<file path="src/rtl/regfile_mp.sv">
// Parametrised multi-read, single-write register file with sequenced post-reset clear.
// Optional same-cycle write-to-read forwarding is enabled by defining REGFILE_BYPASS_EN.
module regfile_mp #(
    parameter int XLEN     = 32,
    parameter int DEPTH    = 32,
    parameter int NUM_RD   = 2,
    parameter int ZERO_REG = 1,
    parameter int INIT_IDX = 0,
    localparam int AW      = (DEPTH > 1) ? $clog2(DEPTH) : 1
) (
    input  logic                     clk,
    input  logic                     rst_n,
    input  logic [NUM_RD*AW-1:0]     rd_addr,
    output logic [NUM_RD*XLEN-1:0]   rd_data,
    input  logic                     wr_en,
    input  logic [AW-1:0]            wr_addr,
    input  logic [XLEN-1:0]          wr_data,
    output logic                     ready,
    output logic                     wr_drop
);

    localparam logic [AW:0]   DEPTH_X  = (AW+1)'(DEPTH);
    localparam logic [AW-1:0] LAST_PTR = AW'(DEPTH - 1);

    typedef enum logic {S_CLEAR, S_RUN} state_t;

    state_t          r_state;
    logic [AW-1:0]   r_clr_ptr;
    logic            r_ready;
    logic            r_wr_drop;
    logic [XLEN-1:0] r_mem [DEPTH];

    logic            w_wr_ok;
    logic            w_drop_next;
    logic [XLEN-1:0] w_clr_val;

    // An address is usable if it lies inside the file and is not the hardwired zero entry.
    function automatic logic addr_ok(input logic [AW-1:0] a);
        logic [AW:0] ext;
        ext = {1'b0, a};
        return (ext < DEPTH_X) && !((ZERO_REG != 0) && (a == '0));
    endfunction

    assign w_wr_ok     = (r_state == S_RUN) && wr_en && addr_ok(wr_addr);
    assign w_drop_next = wr_en && !w_wr_ok;
    assign w_clr_val   = (INIT_IDX != 0) ? XLEN'(r_clr_ptr) : '0;

    always_ff @(posedge clk) begin
        if (!rst_n) begin
            r_state   <= S_CLEAR;
            r_clr_ptr <= '0;
            r_ready   <= 1'b0;
            r_wr_drop <= 1'b0;
        end else begin
            r_wr_drop <= w_drop_next;
            case (r_state)
                S_CLEAR: begin
                    r_clr_ptr <= r_clr_ptr + 1'b1;
                    if (r_clr_ptr == LAST_PTR) begin
                        r_state <= S_RUN;
                        r_ready <= 1'b1;
                    end
                end
                S_RUN: begin
                    r_ready <= 1'b1;
                end
                default: begin
                    r_state <= S_CLEAR;
                    r_ready <= 1'b0;
                end
            endcase
        end
    end

    // Storage itself is never reset; the clear sequence initialises it instead.
    always_ff @(posedge clk) begin
        if (rst_n) begin
            if (r_state == S_CLEAR) begin
                r_mem[r_clr_ptr] <= w_clr_val;
            end else if (w_wr_ok) begin
                r_mem[wr_addr] <= wr_data;
            end
        end
    end

    for (genvar g = 0; g < NUM_RD; g++) begin : g_rd
        logic [AW-1:0]   w_ra;
        logic [XLEN-1:0] w_rv;

        assign w_ra = rd_addr[g*AW +: AW];

        always_comb begin
            w_rv = '0;
            if (r_ready && addr_ok(w_ra)) begin
                w_rv = r_mem[w_ra];
`ifdef REGFILE_BYPASS_EN
                if (w_wr_ok && (wr_addr == w_ra)) begin
                    w_rv = wr_data;
                end
`endif
            end
        end

        assign rd_data[g*XLEN +: XLEN] = w_rv;
    end

    assign ready   = r_ready;
    assign wr_drop = r_wr_drop;

endmodule

</file>
<file path="config.mk">
export PLATFORM = sky130hd
export DESIGN_NAME = regfile_mp
export DESIGN_NICKNAME = d
export VERILOG_FILES = /design/src/rtl/regfile_mp.sv
export SDC_FILE = /design/constraint.sdc
export NUM_CORES = 1
export LEC_CHECK = 0
export ABC_CLOCK_PERIOD_IN_PS = 5180
export CORE_AREA = 8 8 450 452
export CTS_CLUSTER_SIZE = 20
export DETAILED_ROUTE_END_ITERATION = 6
export DIE_AREA = 0 0 458 460
export DONT_BUFFER_PORTS = 1
export MAX_ROUTING_LAYER = met4
export PLACE_DENSITY_LB_ADDON = 0.1
export RECOVER_POWER = 25
export SLEW_MARGIN = 0
export SYNTH_ARGS = -nofsm -noshare
export SYNTH_HDL_FRONTEND = slang
export SYNTH_SLANG_ARGS = --single-unit
</file>
<file path="constraint.sdc">
create_clock -name clk -period 5.18 [get_ports clk]
set_input_delay 0.777 -clock clk [delete_from_list [all_inputs] [get_ports clk]]
set_output_delay 0.777 -clock clk [all_outputs]
set_load 0.01 [all_outputs]
</file>
==> results.toml, run 1 <==
[timing]
slew_violations = 655
period_minus_slack_ps = 4690
rsz0062_at_grt = "no"
finClkSkew_ps = 20.2
min_period_over_period = 0.905
fmax_ghz = 0.213
worst_pin_slew_ps = 2500
fin_setup_tns_ps = 0
finalHoldViolations = 0
slew_headroom = -0.666
setup_viol = 0

[routing]
drt_iter0_drc = 2331
vias_per_cell = 5.07
wire_per_inst_um = 35.4
wl_met2_um = 97400
route.detailed.drc = 0
drt_wl_total_um = 188000
drt-pass1-iter-count = 7
postRouteAntennaNets = 0
route.layer.met1.wl_um = 77300
wl_met3_um = 7510
dr.max_layer_used = "met4"
route.vias.total = 26904

[floorplanning]
start_util = 0.248
core_mm2 = 0.196
die_width_um = 458
io_pins = 116
std_cell_rows = 163
die_y_um = 460
die_area_mm2 = 0.211

[power]
internal_power_mw = 14.5
sw_frac_of_total = 0.215
combPwrFrac = 0.036
power.switching_mw = 3.96
vdd_ir_drop_max_mv = 0.313
p_leak_nw = 18.3
power_frac_seq = 0.495
p_total_mw = 18.5
clockPowerShare = 0.470
powerDensity_mw_per_mm2 = 330

[clock_tree]
max-clock-path-buffers = 3
clk_latency_ps = 760
clk_pin_slew_worst_paths_ps = 60
hold_buffers = 0
post_cts_buffers = 0
numCtsBuffers = 132
cts-root-buf = "clkbuf_16"
ctsResizeCount = 0
htree_num_levels = 4
cts.sinks = 1032
cts_tree = "yes"

[worst_hold_path]
min_from = "rst_n"
hold_path.class = "in -> reg"

[logic_synthesis]
yosys_warnings = 0
syn_inst = 2587
ys_ff_latch = 1032
syn_nets = 2639
synth_cell_types = 49
syn_area_mm2 = 0.0486
ys_seq_area_frac = 0.636
synth.avg_cell_area_um2 = 18.8

[place]
port_buffers = 0
dp.cells = 5065
dp_hpwl_um = 116000
placed_area_mm2 = 0.0520
routabilityCongestion = 0.875

[cells_and_area]
drive_gt1_frac = 0.294
utilization = 0.286
area_delta_synth_final_pct = 15.3
final_area_mm2 = 0.0560
final_common_cell = "edfxtp_1"
final_nets = 2694
final_cells = 5305
final_cell_mix = "edfxtp_1 (1,024), mux4_2 (414), mux2i_1 (333), clkbuf_16 (135), buf_4 (100)"

[critical_path]
critPathCaptureType = "output port"
path_class = "in -> out"
crit_start = "rd_addr[5]"
worst_setup_path_start_kind = "primary input"
r2r_start = "r_state"
cp_max_fo = 199
worstPathRequired_ps = 4400
arrival_ps = 3910

[global_routing]
grt_max_degree = 305
grt_usage = 0.179
grt_pass1_wl_um = 254000
grt.overflow.total = 0
antenna_found_initial = 18
grt_pass1_vias = 28527

[outcome]
outcome = "complete, but fails checks"
violations = "max-capacitance violations, max-slew violations"

[flow_run]
cap_viol_max_count = 20
[cell usage after synthesis (all sizes together)]
library cell	number	area share
o2111a	1	0.00023
nor4b	1	0.00018
o2111ai	1	0.00018
or4b	1	0.00021
or3b	1	0.00018
mux2i	333	0.069
nand4	13	0.0017
nand3	52	0.0054
nor2b	18	0.0023
nand3b	3	0.00046
nor3	21	0.0022
mux4	414	0.19
a21oi	33	0.0034
a22oi	67	0.010
o22a	19	0.0034
o32ai	1	0.00018
mux2	47	0.011
or2	19	0.0024
and2	38	0.0049
or3	2	0.00026
o22ai	31	0.0040
xnor2	3	0.00054
buf	137	0.018
o41a	1	0.00023
a31oi	23	0.0030
a211o	23	0.0041
ha	2	0.00051
o21a	1	0.00015
o41ai	1	0.00033
a211oi	8	0.0012
edfxtp	1024	0.63
nand2b	12	0.0015
clkbuf	65	0.0051
o221ai	27	0.0049
a21o	1	0.00015
nor4	2	0.00026
and3	4	0.00051
nor2	53	0.0041
and3b	1	0.00018
dfxtp	8	0.0033
nand2	72	0.0056
or4	1	0.00015
o21ai	2	0.00021
[stage by stage]
step / hold slack (ps) / setup slack, ps
2_1_floorplan: 528 / 1260
3_3_place_gp: 559 / 1090
3_5_place_dp: 562 / 1080
4_1_cts: 53.0 / 702
5_1_grt: 91.1 / 429
6_report: 131 / 491
[power groups by stage]
stage	combinational (mW)	clock, mW	sequential [mW]
3_3_place_gp	0.656	0	9.31
2_1_floorplan	0.671	0	9.29
3_5_place_dp	0.660	0	9.31
4_1_cts	0.659	8.92	9.13
6_report	0.662	8.68	9.14
5_1_grt	0.677	9.23	9.14
[metal layers]
| metal | GRT usage | vias up |
|---|---|---|
| li1 | - | 11098 |
| met1 | 0.216 | 14921 |
| met2 | 0.312 | 675 |
| met3 | 0.0279 | 210 |
| met4 | 0.0503 | 0 |
| met5 | - | - |
[worst max-delay path, cell delays in order]
cell and delay [ps]:
nor3_1 560, or4b_1 650, o22a_1 280, o221ai_1 660, buf_4 420
[flip-flops by register name (all words and copies together) (netlist names)]
signal and cells:
ready 1, r_clr_ptr 5, wr_drop 1, r_state 1, r_mem 1024
[kinds of logic (layout without fill, tap and decap cells)]
kind of cell	count (synthesis)	in the layout	share of synthesized area
compound gates	240	240	0.0360
xor+xnor	3	3	0.000541
fa+ha+maj	2	2	0.000515
buf+inv	202	356	0.0230
flops	1032	1032	0.636
mux	794	794	0.271
other cells	0	7	0
simple gates	314	314	0.0324
[final cells by class]
cell class	instances	area [µm²]
fill	19263	140000
tap	2557	3200
clock buffer	170	3510
sequential	1032	30900
clock inverter	63	510
timing repair buffer	123	1000
antenna	7	17.5
multi-input combinational	1353	16900
[worst paths after layout]
kind | end | slack [ps] | cells past startpoint
min | ready | 130 | 1
max reg2reg | r_mem[30][14] | 700 | 2
max | rd_data[60] | 490 | 5
min reg2reg | r_clr_ptr[1] | 570 | 2
Power figures use the tool's default switching activity.
==> run 2, diff against run 1 <==
--- a/config.mk
+++ b/config.mk
@@ -9,3 +9,3 @@
 export CORE_AREA = 8 8 450 452
-export CTS_CLUSTER_SIZE = 20
+export CTS_CLUSTER_SIZE = 30
 export DETAILED_ROUTE_END_ITERATION = 6
--- a/constraint.sdc
+++ b/constraint.sdc
@@ -3,2 +3,2 @@
 set_output_delay 0.777 -clock clk [all_outputs]
-set_load 0.01 [all_outputs]
+set_load 0.02 [all_outputs]
==> run 2 against run 1 <==
Against the previous run:
- the flow still finishes with violations (max-capacitance violations, max-slew violations)
- final area increased by 0.22%
- clock skew up 5.7 ps
- wire length up 0.71%
- maximum frequency rose by 7.8%
- cell count rose by 0.28%
- sequential power barely moved
- die area is the same
- critical path type unchanged
- critical endpoint is now rd_data[52]
==> results.toml, run 2 (synthesized netlist as in run 1, its figures left out) <==
[timing]
worst_pin_slew_ps = 2700
setup_viol = 0
rsz0062_at_grt = "no"
finalHoldViolations = 0
slew_headroom = -0.801
fmax_ghz = 0.230
fin_setup_tns_ps = 0
setup_slack_ps = 832
min_period_over_period = 0.839
slew_violations = 574
timing.hold.ws_ps = 132
period_minus_slack_ps = 4350
finClkSkew_ps = 25.9

[routing]
vias_per_cell = 5.11
wl_met2_um = 94800
route.layer.met1.wl_um = 78400
postRouteAntennaNets = 0
route.detailed.drc = 0
dr.max_layer_used = "met4"
drt_iter0_drc = 2727
drt_wl_total_um = 189000
wl_met3_um = 7920
drt-pass1-iter-count = 5
route.vias.total = 27211
wire_per_inst_um = 35.5

[flow_run]
cap_viol_max_count = 18

[floorplanning]
die_area_mm2 = 0.211
die_width_um = 458
io_pins = 116
std_cell_rows = 163
start_util = 0.248
die_y_um = 460
core_mm2 = 0.196

[place]
routabilityCongestion = 0.803
pre_cts_ws_ps = 1160
dp_hpwl_um = 117000
port_buffers = 0
dp.cells = 5072

[outcome]
violations = "max-capacitance violations, max-slew violations"
outcome = "complete, but fails checks"

[clock_tree]
post_cts_buffers = 0
cts.sinks = 1032
clk_pin_slew_worst_paths_ps = 50
hold_buffers = 0
cts_tree = "yes"
numCtsBuffers = 130
clk_latency_ps = 760
cts-root-buf = "clkbuf_16"
htree_num_levels = 4
max-clock-path-buffers = 3
ctsResizeCount = 0

[critical_path]
arrival_ps = 3570
cp_max_fo = 199
path_class = "in -> out"
critPathCaptureType = "output port"
worstPathRequired_ps = 4400
worst_setup_path_start_kind = "primary input"
path_cells = "mux4_2 -> mux2i_1 -> o22a_1 -> o221ai_1 -> buf_4"
crit_slowest_cell = "mux4_2"
slowest_delay_ps = 680

[global_routing]
grt.overflow.total = 0
grt_usage = 0.180
grt_pass1_wl_um = 255000
grt_pass1_vias = 28453
grt_max_degree = 305
antenna_found_initial = 25

[cells_and_area]
area_delta_synth_final_pct = 15.5
final_cells = 5320
final_common_cell = "edfxtp_1"
largest_register_ffs = 1024
regArea_mm2 = 0.0309
reg_top3 = "r_mem (1024), r_clr_ptr (5)"
multiInputGateArea_mm2 = 0.0169
final_cell_mix = "edfxtp_1 (1,024), mux4_2 (414), mux2i_1 (333), clkbuf_16 (131), buf_4 (104)"
top_register = "r_mem"
drive_gt1_frac = 0.300
fillers = 19268
final_nets = 2699

[power]
powerDensity_mw_per_mm2 = 330
vdd_ir_drop_max_mv = 0.315
p_leak_nw = 18.4

[worst_hold_path]
hold_path.class = "in -> reg"
[run 2: changes by cell type in the layout (fill, tap and decap cells not counted), moves of 4 or more]
cell and delta:
diode_2 +8, clkbuf_1 -7, clkbuf_16 -4, clkinv_2 +12, and2_2 +6, buf_4 +4, and2_1 -6, clkinvlp_4 -6
[run 2: path summary, 6_finish.rpt]
| kind | endpoint | slack, ps | cells after the start | start |
|---|---|---|---|---|
| min reg2reg | r_clr_ptr[1] | 570 | 2 | r_clr_ptr[1] |
| max | rd_data[52] | 830 | 5 | rd_addr[5] |
| min | ready | 130 | 1 | rst_n |
| max reg2reg | r_mem[6][8] | 900 | 4 | r_state |
[run 2: layer usage]
layer,global-route usage,up-vias
met5,-,-
met4,0.0656,0
met3,0.0272,271
met2,0.303,846
met1,0.220,14959
li1,-,11135
[run 2: final cells by class]
| type | count | share of cell area |
|---|---|---|
| multi-input combinational | 1353 | 0.301 |
| antenna | 15 | 0.000669 |
| clock inverter | 74 | 0.0113 |
| sequential | 1032 | 0.551 |
| clock buffer | 159 | 0.0603 |
| tap | 2557 | 0.0570 |
| timing repair buffer | 130 | 0.0194 |
[run 2: where the power goes]
| part | leakage [nW] | switching, mW | internal (mW) |
|---|---|---|---|
| clock network | 1.97 | 3.67 | 5.05 |
| logic | 6.14 | 0.300 | 0.362 |
| registers | 10.3 | 0.0284 | 9.11 |
| total | 18.4 | 4.00 | 14.5 |
[run 2: worst max-delay path, delay by kind of cell]
kind | cells | cell delay, ps
AOI/OAI and AO/OA | 2 | 800
buffers and inverters | 1 | 380
muxes | 2 | 1280
[run 2: stage by stage]
step                      power (mW)  area [µm²]   util
after floorplan                 9.96       48600      -
after global placement          9.97       52100  0.266
after detailed placement        9.96       52100  0.266
after CTS                       18.8       56200  0.287
after global routing            19.1       56100  0.287
final                           18.5       56100  0.287
